--- src/rtl/ccip_rx_bookkeeper_pkg.sv ---
// Shared types for the RX bookkeeping path: the CCI-P subset used by the C1 write port,
// the bookkeeper FSM states and the per-flow table entry.
package ccip_rx_bookkeeper_pkg;

    localparam int CCIP_CLADDR_WIDTH = 42;
    localparam int CCIP_CLDATA_WIDTH = 512;
    localparam int CCIP_MDATA_WIDTH  = 16;

    typedef logic [CCIP_CLADDR_WIDTH-1:0] t_ccip_clAddr;
    typedef logic [CCIP_CLDATA_WIDTH-1:0] t_ccip_clData;
    typedef logic [CCIP_MDATA_WIDTH-1:0]  t_ccip_mdata;

    typedef enum logic [1:0] {
        eVC_VA  = 2'h0,
        eVC_VL0 = 2'h1,
        eVC_VH0 = 2'h2,
        eVC_VH1 = 2'h3
    } t_ccip_vc;

    typedef enum logic [1:0] {
        eCL_LEN_1 = 2'h0,
        eCL_LEN_2 = 2'h1,
        eCL_LEN_4 = 2'h3
    } t_ccip_clLen;

    typedef enum logic [3:0] {
        eREQ_WRLINE_I = 4'h0,
        eREQ_WRLINE_M = 4'h1,
        eREQ_WRPUSH_I = 4'h2,
        eREQ_WRFENCE  = 4'h4,
        eREQ_INTR     = 4'h6
    } t_ccip_c1_req;

    typedef struct packed {
        logic [5:0]   rsvd2;
        t_ccip_vc     vc_sel;
        logic         sop;
        logic         rsvd1;
        t_ccip_clLen  cl_len;
        t_ccip_c1_req req_type;
        logic [5:0]   rsvd0;
        t_ccip_clAddr address;
        t_ccip_mdata  mdata;
    } t_ccip_c1_ReqMemHdr;

    typedef enum logic [0:0] {
        BkScan  = 1'b0,
        BkIssue = 1'b1
    } BkState;

    localparam int BK_DATA_HEAD_LSB = 0;
    localparam int BK_DATA_CNT_LSB  = 16;
    localparam int BK_FIELD_W       = 16;

    // Fields are sized for the widest supported head/count; unused upper bits stay zero.
    typedef struct packed {
        logic [BK_FIELD_W-1:0] head;
        logic [BK_FIELD_W-1:0] count;
        logic                  dirty;
    } BkEntry;

    function automatic logic [BK_FIELD_W-1:0] bk_sat_inc(input logic [BK_FIELD_W-1:0] value,
                                                         input logic [BK_FIELD_W-1:0] max);
        return (value >= max) ? max : value + BK_FIELD_W'(1);
    endfunction

endpackage

--- src/rtl/ccip_rx_bookkeeper.sv ---
// Tracks per-flow consumed RX heads and pushes coalesced head/count updates to the CPU
// bookkeeping region, one cache line per flow.
module ccip_rx_bookkeeper
    import ccip_rx_bookkeeper_pkg::*;
#(
    parameter int LMAX_NUM_OF_FLOWS  = 1,
    parameter int LMAX_RX_QUEUE_SIZE = 1,
    parameter int BK_TIMEOUT         = 64,
    parameter int CNT_W              = 8
) (
    input  logic                          clk,
    input  logic                          reset,
    input  logic                          start,
    input  logic [LMAX_NUM_OF_FLOWS-1:0]  number_of_flows,
    input  t_ccip_clAddr                  rx_bk_base_addr,
    input  logic [LMAX_RX_QUEUE_SIZE-1:0] rx_queue_size,
    input  logic [CNT_W-1:0]              bk_threshold,
    input  logic                          ev_valid,
    input  logic [LMAX_NUM_OF_FLOWS-1:0]  ev_flow_id,
    input  logic [LMAX_RX_QUEUE_SIZE-1:0] ev_entry,
    output logic                          bk_wr_valid,
    input  logic                          bk_wr_ready,
    output t_ccip_c1_ReqMemHdr            bk_wr_hdr,
    output t_ccip_clData                  bk_wr_data,
    output logic [31:0]                   bk_writes_cnt,
    output logic                          error
);

    localparam int NF = 2 ** LMAX_NUM_OF_FLOWS;
    localparam int TW = (BK_TIMEOUT > 1) ? $clog2(BK_TIMEOUT) : 1;
    localparam logic [BK_FIELD_W-1:0] CNT_MAX = BK_FIELD_W'((1 << CNT_W) - 1);

    BkEntry                       table_q [NF];
    BkState                       state;
    logic [LMAX_NUM_OF_FLOWS-1:0] ptr;
    logic [TW-1:0]                timer;
    logic                         flush_all;
    logic                         flush_pass;

    BkEntry                       cur;
    logic [BK_FIELD_W-1:0]        thr_eff;
    logic                         qualify;
    logic                         snap_take;
    logic                         ev_legal;
    logic [BK_FIELD_W-1:0]        ev_head;
    logic                         ptr_advance;
    logic                         ptr_wrap;
    logic [LMAX_NUM_OF_FLOWS-1:0] ptr_next;
    logic                         timer_hit;
    t_ccip_c1_ReqMemHdr           hdr_next;
    t_ccip_clData                 data_next;

    always_comb begin
        cur         = table_q[ptr];
        thr_eff     = (bk_threshold == '0) ? BK_FIELD_W'(1) : BK_FIELD_W'(bk_threshold);
        qualify     = cur.dirty && ((cur.count >= thr_eff) || flush_all);
        snap_take   = (state == BkScan) && start && qualify;
        ev_legal    = ev_valid && (ev_flow_id <= number_of_flows);
        ev_head     = (ev_entry == rx_queue_size) ? '0 : BK_FIELD_W'(ev_entry) + BK_FIELD_W'(1);
        ptr_advance = ((state == BkScan) && start && !qualify) ||
                      ((state == BkIssue) && bk_wr_ready);
        ptr_wrap    = (ptr >= number_of_flows);
        ptr_next    = ptr_wrap ? '0 : ptr + LMAX_NUM_OF_FLOWS'(1);
        timer_hit   = start && (timer == TW'(BK_TIMEOUT - 1));

        hdr_next          = '0;
        hdr_next.req_type = eREQ_WRPUSH_I;
        hdr_next.vc_sel   = eVC_VH0;
        hdr_next.sop      = 1'b1;
        hdr_next.cl_len   = eCL_LEN_1;
        hdr_next.address  = rx_bk_base_addr + CCIP_CLADDR_WIDTH'(ptr);

        data_next = '0;
        data_next[BK_DATA_HEAD_LSB +: BK_FIELD_W] = cur.head;
        data_next[BK_DATA_CNT_LSB +: BK_FIELD_W]  = cur.count;
    end

    // An event landing on the flow being snapshotted restarts its count at one.
    always_ff @(posedge clk) begin
        if (reset) begin
            for (int i = 0; i < NF; i++) begin
                table_q[i] <= '0;
            end
        end else begin
            for (int i = 0; i < NF; i++) begin
                if (ev_legal && (ev_flow_id == LMAX_NUM_OF_FLOWS'(i))) begin
                    table_q[i].head  <= ev_head;
                    table_q[i].count <= (snap_take && (ptr == LMAX_NUM_OF_FLOWS'(i))) ?
                                        BK_FIELD_W'(1) : bk_sat_inc(table_q[i].count, CNT_MAX);
                    table_q[i].dirty <= 1'b1;
                end else if (snap_take && (ptr == LMAX_NUM_OF_FLOWS'(i))) begin
                    table_q[i].count <= '0;
                    table_q[i].dirty <= 1'b0;
                end
            end
        end
    end

    always_ff @(posedge clk) begin
        if (reset) begin
            state         <= BkScan;
            ptr           <= '0;
            timer         <= '0;
            flush_all     <= 1'b0;
            flush_pass    <= 1'b0;
            bk_wr_valid   <= 1'b0;
            bk_wr_hdr     <= '0;
            bk_wr_data    <= '0;
            bk_writes_cnt <= '0;
            error         <= 1'b0;
        end else begin
            if (start) begin
                timer <= timer_hit ? '0 : timer + TW'(1);
            end

            // Hold flush_all across one complete pass starting from flow 0 so every
            // flow is visited regardless of where the pointer was when the timer fired.
            if (timer_hit) begin
                flush_all  <= 1'b1;
                flush_pass <= 1'b0;
            end else if (ptr_advance && ptr_wrap && flush_all) begin
                if (flush_pass) begin
                    flush_all <= 1'b0;
                end else begin
                    flush_pass <= 1'b1;
                end
            end

            if (ptr_advance) begin
                ptr <= ptr_next;
            end

            if (ev_valid && !ev_legal) begin
                error <= 1'b1;
            end

            unique case (state)
                BkScan: begin
                    if (snap_take) begin
                        state       <= BkIssue;
                        bk_wr_valid <= 1'b1;
                        bk_wr_hdr   <= hdr_next;
                        bk_wr_data  <= data_next;
                    end
                end
                BkIssue: begin
                    if (bk_wr_ready) begin
                        state         <= BkScan;
                        bk_wr_valid   <= 1'b0;
                        bk_writes_cnt <= bk_writes_cnt + 32'd1;
                    end
                end
                default: state <= BkScan;
            endcase
        end
    end

endmodule
--- config.mk ---
export PLATFORM = sky130hd
export DESIGN_NAME = ccip_rx_bookkeeper
export DESIGN_NICKNAME = d
export VERILOG_FILES = /design/src/rtl/ccip_rx_bookkeeper_pkg.sv /design/src/rtl/ccip_rx_bookkeeper.sv
export SDC_FILE = /design/constraint.sdc
export NUM_CORES = 1
export LEC_CHECK = 0
export CAP_MARGIN = 20
export CORE_AREA = 2 2 267 269
export CTS_CLUSTER_DIAMETER = 200
export DETAILED_ROUTE_END_ITERATION = 8
export DIE_AREA = 0 0 269 271
export GPL_ROUTABILITY_DRIVEN = 0
export PLACE_DENSITY_LB_ADDON = 0.05
export SETUP_SLACK_MARGIN = 0.3
export SYNTH_ARGS = -nofsm -noshare
export SYNTH_HDL_FRONTEND = slang
export SYNTH_SLANG_ARGS = --single-unit
--- constraint.sdc ---
create_clock -name clk -period 10.1 [get_ports clk]
set_clock_uncertainty 0.2 [all_clocks]
set_input_delay 1.515 -clock clk [delete_from_list [all_inputs] [get_ports clk]]
set_output_delay 1.515 -clock clk [all_outputs]
set_load 0.005 [all_outputs]
Word level (Yosys, flattened, before mapping)
Memory sizes are Yosys's and may differ from the RTL's. A register that Yosys moved wholly into a read port is not among the register bits.
Cells that the tools add are included.
Word-level totals
  bits in registers: 119
  memory bits (writable): 38
  logic and storage cells: 112
  memories kept: 1
Cells by class
  add/sub/neg operators: 7
  $lt $le $gt $ge: 5
  equal/unequal tests: 4
  muxes and demuxes: 45
  bitwise operators: 13
  reduce and logical (&&, ||, !) cells: 26
Memories
  table_q: depth 2, width 19, read ports 3, clocked after Yosys merged registers in 1, wr ports 2, RTL line ccip_rx_bookkeeper.sv:33  | BkEntry table_q [NF];
Operator list (count)
  $mux W16: 8
  $add A42 B1 Y42: 1
  $add A16 B1 Y16 const B: 2
  $add A32 B1 Y32 const B: 1
  $ge A16 B8 Y1 const B: 2
  $mux W1: 30
  $ge A16 B8 Y1: 1
  $logic_and A1 B1 Y1: 14
  $or A1 B1 Y1: 10
  $logic_not A8 Y1: 1
  $mux W8: 1
  $reduce_and A2 Y1: 4
  $add A6 B1 Y6 const B: 1
  $eq A6 B6 Y1 const B: 1
  $mux W2: 3
  $mux W6: 1
  $ne A2 B2 Y1 const B: 2
  $pmux W1 S2: 2
  $reduce_bool A2 Y1: 2
  $not A1 Y1: 3
  $add A1 B1 Y2 const B: 1
  $logic_not A1 Y1: 2
  $logic_or A1 B1 Y1: 2
  $reduce_or A2 Y1: 1
  other kinds (4): 4

Depth between registers and ports, before layout
Gate-level depths: netlist of run 1.
  depth in word-level cells: 12
  depth in mapped cells: 12

Worst setup path before layout of run 1
Ideal clock, no wire load.
  path kind: input-to-reg
  from: input port bk_threshold[4]
  to: memory table_q[1][0] (netlist name), enable pin
  library setup time: 0.425 ns
  arrival time: 3.498 ns
  data required time: 9.475 ns
  setup slack: 5.977 ns
  cell stages on the path: 10
  path buffers: 1
  cell sequence: nor4_1 a41o_1 ha_1 nor2_1 a21oi_1 o31ai_1 a211oi_2 buf_6 nand2_1 nand3_1
RTL lines
  from (decl): RTL line ccip_rx_bookkeeper.sv:17  | input logic [CNT_W-1:0] bk_threshold,
  to (decl): RTL line ccip_rx_bookkeeper.sv:33

Worst setup path after layout of run 1
  from: input port bk_threshold[4]
  to: register bk_wr_hdr[27] (netlist name)
Between the ends
  longest elaborated chain between the ends: 7
Ends and longest elaborated chain
  $logic_not A8 Y1: RTL line ccip_rx_bookkeeper.sv:55  | thr_eff = (bk_threshold == '0) ? BK_FIELD_W'(1) : BK_FIELD_W'(bk_threshold);
  $mux W8 *: RTL line ccip_rx_bookkeeper.sv:55
  $ge A16 B8 Y1 *: RTL line ccip_rx_bookkeeper.sv:56  | qualify = cur.dirty && ((cur.count >= thr_eff) || flush_all);
  $logic_or A1 B1 Y1 *: RTL line ccip_rx_bookkeeper.sv:56
  $logic_and A1 B1 Y1 *: RTL line ccip_rx_bookkeeper.sv:56
  $logic_and A1 B1 Y1 *: RTL line ccip_rx_bookkeeper.sv:57  | snap_take = (state == BkScan) && start && qualify;
  $reduce_and A2 Y1 (no source line) *
  to (signal assigned): RTL line ccip_rx_bookkeeper.sv:142  | bk_wr_hdr <= hdr_next;
  to (decl): RTL line ccip_rx_bookkeeper.sv:23  | output t_ccip_c1_ReqMemHdr bk_wr_hdr,
Every way passes the cells marked *; elsewhere a longest branch is shown, timed or not.
A chain may end at the register's enable or synchronous reset.

==> results of run 1 <==
==> worst max-delay path, cell delays in order <==
cell and delay [ns]:
clkdlybuf4s50_1 0.42, nor4_1 0.31, a41o_1 0.23, ha_1 0.14
nor2_1 0.04, a21oi_1 0.15, o31ai_1 0.16, a211oi_4 0.28
buf_4 0.57, buf_4 0.79, nor2_1 0.12, a211oi_2 0.22
==> state kept, by name (all words and copies together) (netlist names), named ones only <==
signal	count
ptr	1
bk_wr_hdr	43
table_q	38
state	1
bk_wr_valid	1
timer	6
bk_writes_cnt	32
flush_pass	1
flush_all	1
bk_wr_data	18
error	1
==> Yosys cell counts, drive strengths merged (16+ instances only) <==
| master | count |
|---|---|
| nor4 | 16 |
| nor3 | 20 |
| nand4 | 16 |
| inv | 25 |
| nand2 | 40 |
| xnor2 | 50 |
| a211oi | 53 |
| dfxtp | 106 |
| edfxtp | 38 |
| clkbuf | 23 |
| xor2 | 33 |
| a21oi | 28 |
| nand3 | 38 |
| nor2 | 123 |
| buf | 542 |
==> power groups by stage <==
stage / Combinational, uW / Sequential (uW) / Clock, uW
after floorplan: 312 / 665 / 0
after global placement: 290 / 673 / 0
after detailed placement: 289 / 672 / 0
after CTS: 291 / 660 / 742
after global routing: 331 / 664 / 754
final: 288 / 659 / 699
==> worst paths after layout <==
kind,cells past startpoint,slack [ns],start,endpoint
worst max-delay path,12,5.25,bk_threshold[4],bk_wr_hdr[27]$_SDFFE_PP0P_
worst min-delay path,2,0.26,flush_pass$_SDFFE_PP0P_,flush_pass$_SDFFE_PP0P_
worst max register to register,11,5.91,flop,bk_wr_hdr[27]$_SDFFE_PP0P_
worst min register to register,2,0.26,flush_pass$_SDFFE_PP0P_,flush_pass$_SDFFE_PP0P_
==> routing by layer <==
layer	global-route usage	vias to the layer above	wire, um
met2	0.152	294	16900
met4	0.0260	18	536
li1	-	3407	-
met3	0.0475	40	3580
met1	0.0973	3198	12900
met5	0	-	133
==> area by class of cell <==
class / count / share of cell area
Tap cell: 940 / 0.0953
Clock buffer: 21 / 0.0385
Multi-Input combinational cell: 1066 / 0.452
Timing Repair Buffer: 162 / 0.130
Clock inverter: 11 / 0.0125
Sequential cell: 144 / 0.264
Inverter: 25 / 0.00761
==> placed cells by master, fill, tap and decap left out, types with 3 or more instances in the layout <==
cell type          n
inv_1             25
nand2b_1           3
and3_1            12
nor3_1            20
conb_1           545
xor2_1            33
a21o_1             3
a21oi_1           27
mux2_2             7
nor4_1            16
xnor2_1           50
ha_1              14
bufinv_16          3
and2_1             6
nand4_1           16
edfxtp_1          38
clkdlybuf4s50_1  154
nor2_1           123
clkinv_4           4
nor3b_1            3
clkbuf_16         18
a211oi_2          50
mux2i_1           14
nand2_1           40
or3_1              4
o21ai_0            8
nand3_1           38
buf_4              8
and4_1            10
dfxtp_1          106
==> through the flow <==
step | area, um2 | util | hold WS [ns] | power [uW] | worst slack [ns]
floorplan | 13100 | - | 0.223 | 976 | 5.98
global placement | 11700 | 0.168 | 0.235 | 964 | 4.68
detailed placement | 11700 | 0.168 | 0.245 | 961 | 4.74
CTS | 12300 | 0.177 | 0.255 | 1690 | 5.17
global route | 12300 | 0.177 | 0.270 | 1750 | 4.96
finish | 12300 | 0.177 | 0.259 | 1650 | 5.25
==> kinds of logic after synthesis <==
| family | Yosys count | synth area share |
|---|---|---|
| adders and majority gates | 14 | 0.0158 |
| other | 1 | 0.000339 |
| and+or+nand+nor | 297 | 0.128 |
| DFF | 144 | 0.295 |
| xor gates and xnor gates | 83 | 0.0658 |
| buffers and inverters | 590 | 0.386 |
| AOI/OAI and AO/OA | 106 | 0.0890 |
| muxes | 21 | 0.0198 |
==> key figures, run 1 <==
Run status
  • Status: complete, no violations

Clock tree
  • CTS clk-pin slew, worst paths: 0.06 ns
  • Clock Tree Root: clkbuf_16
  • Worst skew pair latency: 0.45 ns
  • Cts bufs inserted: 17
  • CTS tree: built
  • Clock Sinks: 144
  • H-tree Lvls: 4
  • Setup bufs post-CTS: 0
  • Clock tree buffer depth: 2
  • Post_cts resized: 0
  • Hold-fix buffers at CTS: 0

Synth
  • Post-synth EDFFs: 38
  • Post-synth top area cell: buf_4
  • Asr flop ratio synth: 0
  • Top FF cell, synth: dfxtp_1
  • Mapped Area: 0.0111 mm2
  • Synth warn: 0
  • Main area contributors after synthesis: buf_4 36%, dfxtp_1 19%, edfxtp_1 10%
  • Post-Syn Instances: 1,256
  • Cell variety after synth: 49
  • Synth top area share: 0.361
  • #FFs+latches synth: 144
  • Synth Area per Inst: 8.80 um2
  • Post-synthesis sequential area ratio: 0.295

Routing
  • Vias/cell: 2.94
  • Drt drc: 0
  • Iteration-0 DRC count of the detailed router: 204
  • Detailed-route via count: 6,957
  • Final wirelength: 34,000 um
  • TritonRoute pass-1 iters: 4
  • Wire length per cell: 14.4 um
  • Post-route ant nets: 0

Global route
  • GRT Util Overall: 0.0902
  • Vias in the first global route: 6,496
  • Antenna violations before repair: 11
  • First-pass GRT wire length: 47,200 um
  • Global route total overflow: 0
  • Largest net degree at the start of global routing: 66

Timing
  • RSZ-0062 raised after global routing: false
  • Max Clk Rate: 206 MHz
  • Setup_tns: 0 ns
  • Slew at the pin closest to its max-slew limit: 0.960 ns
  • Max-slew violation count: 0
  • # setup viols final: 0
  • Final Hold Fails: 0
  • Worst slew margin relative to its limit: 0.358
  • Tmin final: 4.85 ns
  • Fin crit share: 0.480

Die
  • DIE AREA: 0.0729 mm2
  • Core area: 0.0698 mm2
  • FP Rows: 97
  • Initial Util: 0.158
  • Die X: 269 um
  • I/O pins: 685
  • Die height: 271 um

Power
  • Internal power: 1160 uW
  • Worst ir drop on vdd: 0.0881 mV
  • Clock network power share: 0.425
  • Leak: 0.00500 uW
  • Flop pwr share: 0.400
  • Comb pwr share: 0.175
  • Pwr/cell area: 133 mW/mm2
  • Switch share: 0.297
  • Sw power: 488 uW

Final layout
  • Footprint of the multi-input gates: 0.00557 mm2
  • Ant. Diodes: 0
  • Register area: 0.00326 mm2
  • Area grow syn2layout: 11.6%
  • Fillcell total: 7,848
  • Nets: 1,489
  • Share of layout cells above drive strength 1: 0.0728
  • Finished Layout Cells: 2,369

Placed design
  • Port bufs: 155
  • Inst Count DP: 2,337
  • Final HPWL DP: 27,100 um

Flow run
  • Max cap viols: 0

Critical path
  • Maximum fanout along the worst path: 65
  • Critical Path RT: 10.27 ns
  • Worst setup path class: in2reg
  • Worst setup SP type: input pin
  • Crit path capture type: flop
  • Crit path DAT: 5.02 ns

Hold path
  • Type of the tightest min-delay check: reg2reg
Power figures use the tool's default switching activity.
==> inputs of run 2 (changes only) <==
--- a/config.mk
+++ b/config.mk
@@ -6,10 +6,10 @@
 export NUM_CORES = 1
 export LEC_CHECK = 0
 export CAP_MARGIN = 20
-export CORE_AREA = 2 2 267 269
+export CORE_AREA = 2 2 268 270
 export CTS_CLUSTER_DIAMETER = 200
 export DETAILED_ROUTE_END_ITERATION = 8
-export DIE_AREA = 0 0 269 271
+export DIE_AREA = 0 0 270 272
 export GPL_ROUTABILITY_DRIVEN = 0
 export PLACE_DENSITY_LB_ADDON = 0.05
 export SETUP_SLACK_MARGIN = 0.3
==> constraint.sdc (replaced) <==
create_clock -name clk -period 4.1 [get_ports clk]
set_clock_uncertainty 0.2 [all_clocks]
set_input_delay 0.615 -clock clk [delete_from_list [all_inputs] [get_ports clk]]
set_output_delay 0.615 -clock clk [all_outputs]
set_load 0.005 [all_outputs]
==> run 2 against run 1 <==
  * Global-route usage is 0.33 points lower
  * Clock-buffer cell count is 2 higher
  * Sequential share of layout area is 0.28 points lower
  * First-iteration DRC count is 50% higher
  * Wire length is 1.3% lower
  * Utilization is 0.054 points lower
  * Die area is 0.74% higher
==> key figures, run 2 (same netlist as run 1, synthesis figures left out) <==
Power
  • Switch share: 0.291
  • Worst ir drop on vdd: 0.169 mV
  • Clock network power share: 0.421
  • Leak: 0.00507 uW
  • Pwr/cell area: 324 mW/mm2
  • Comb pwr share: 0.177
  • Flop pwr share: 0.402
  • Internal power: 2870 uW
  • Total power: 4040 uW
  • Sw power: 1170 uW

Clock tree
  • CTS clk-pin slew, worst paths: 0.07 ns
  • Cts bufs inserted: 17
  • Clock Tree Root: clkbuf_16
  • Setup bufs post-CTS: 0
  • Clock tree buffer depth: 2
  • Worst skew pair latency: 0.45 ns
  • H-tree Lvls: 4
  • CTS tree: built
  • Clock Sinks: 144

Critical path
  • Critical Path RT: 4.27 ns
  • CP max-delay cell: dfxtp_1
  • Worst reg-to-reg path cell count: 10
  • Buffer and inverter count on the worst path: 2
  • CP Depth: 10
  • Crit path capture type: flop
  • Max incr delay on CP: 0.65 ns
  • Crit path DAT: 3.67 ns
  • Worst setup SP type: flop
  • Maximum fanout along the worst path: 89
  • Worst setup path class: reg2reg
  • Crit-path cells: mux2_2 > ha_1 > a211o_1 > o221a_2 > o31ai_1 > buf_4 > a211oi_4 > buf_12 > nor2_1 > a211oi_2
  • Crit path max-delay family: compound AO/OA/AOI/OAI gates

Final layout
  • Share of layout cells above drive strength 1: 0.0817
  • Post-route cell area: 0.0125 mm2
  • Largest register FFs: 43
  • Register area: 0.00326 mm2
  • Final Util: 0.176
  • Area grow syn2layout: 12.8%
  • Nets: 1,504
  • Most frequent cells in the layout: 545 x conb_1, 154 x clkdlybuf4s50_1, 123 x nor2_1
  • Top Registers: bk_wr_hdr: 43 flops, table_q: 38 flops, bk_writes_cnt: 32 flops
  • Commonest non-fill, non-tap cell in the layout: conb_1
  • Biggest register: bk_wr_hdr
  • Footprint of the multi-input gates: 0.00558 mm2
  • Fillcell total: 7,946

Placed design
  • Port bufs: 155
  • Place WS: 0.301 ns
  • DP Area: 0.0118 mm2
  • Final HPWL DP: 27,000 um

Die
  • Die height: 272 um
  • Die X: 270 um
  • DIE AREA: 0.0734 mm2
  • Initial Util: 0.156
  • I/O pins: 685
  • FP Rows: 98
  • Core area: 0.0708 mm2

Timing
  • Final Hold Fails: 0
  • Worst slew margin relative to its limit: 0.389
  • Max Clk Rate: 286 MHz
  • Tmin final: 3.50 ns
  • Max-slew violation count: 0
  • # setup viols final: 0
  • Final setup margin: 0.598 ns
  • Fin crit share: 0.854
  • Setup_tns: 0 ns
  • RSZ-0062 raised after global routing: false
  • Slew at the pin closest to its max-slew limit: 0.912 ns

Routing
  • Drt drc: 0
  • Final wirelength: 33,600 um
  • Vias/cell: 2.94
  • Detailed-route via count: 7,048
  • Iteration-0 DRC count of the detailed router: 307
  • Post-route ant nets: 0
  • Wire length per cell: 14.0 um
  • TritonRoute pass-1 iters: 4

Global route
  • Largest net degree at the start of global routing: 90
  • GRT Util Overall: 0.0869
  • First-pass GRT wire length: 46,100 um
  • Vias in the first global route: 6,307
  • Antenna violations before repair: 9
  • Global route total overflow: 0

Flow run
  • Max cap viols: 0

Run status
  • Status: complete, no violations

Hold path
  • Worst hold path depth: 2
  • Type of the tightest min-delay check: reg2reg
[run 2: final timing paths]
kind / endpoint / start / slack (ns)
setup / recovery: bk_wr_hdr[28]$_SDFFE_PP0P_ / flop / 0.60
hold / removal: flush_pass$_SDFFE_PP0P_ / flush_pass$_SDFFE_PP0P_ / 0.25
setup reg to reg: bk_wr_hdr[28]$_SDFFE_PP0P_ / flop / 0.60
hold reg to reg: flush_pass$_SDFFE_PP0P_ / flush_pass$_SDFFE_PP0P_ / 0.25
[run 2: stage by stage]
stage,hold WS [ns],instances
4_1_cts,0.250,2394
2_1_floorplan,0.223,1800
5_1_grt,0.290,2394
3_3_place_gp,0.244,2362
6_report,0.247,2395
3_5_place_dp,0.241,2362
[run 2: power by group through the flow]
stage	sequential, uW	combinational, uW	clock, uW
global placement	1660	726	0
global route	1640	812	1850
floorplan	1640	768	0
CTS	1630	727	1810
detailed placement	1660	722	0
finish	1620	717	1700
[run 2: final cells by class]
| class | instances | share of cell area |
|---|---|---|
| diodes | 1 | 0.000201 |
| clock buffers | 23 | 0.0392 |
| clock inverters | 9 | 0.0103 |
| inverters | 25 | 0.00752 |
| multi-input cells | 1066 | 0.447 |
| flip-flops and latches | 144 | 0.262 |
| well taps | 950 | 0.0953 |
| repair buffers | 177 | 0.138 |
[run 2: worst reg2reg max path, cell delays in order, from the launching register on]
cell and delay [ns]:
dfxtp_1 0.65, mux2_2 0.45, ha_1 0.31, a211o_1 0.15, o221a_2 0.19, o31ai_1 0.09
buf_4 0.16, a211oi_4 0.37, buf_12 0.41, nor2_1 0.24, a211oi_2 0.21
[run 2: timing repair]
action                                  4_1_cts  5_1_grt
gates resized for setup                       0        1
hold buffers                                  0        0
endpoints found under the hold margin         0        0
endpoints found under the setup margin        0        7
[run 2: metal layers]
metal	GRT usage	routed length, um	part of all wire	up-vias
met5	0	90	0.0027	-
met1	0.0964	13100	0.39	3269
met3	0.0486	3600	0.11	33
li1	-	-	-	3432
met2	0.143	16400	0.49	300
met4	0.0231	386	0.011	14
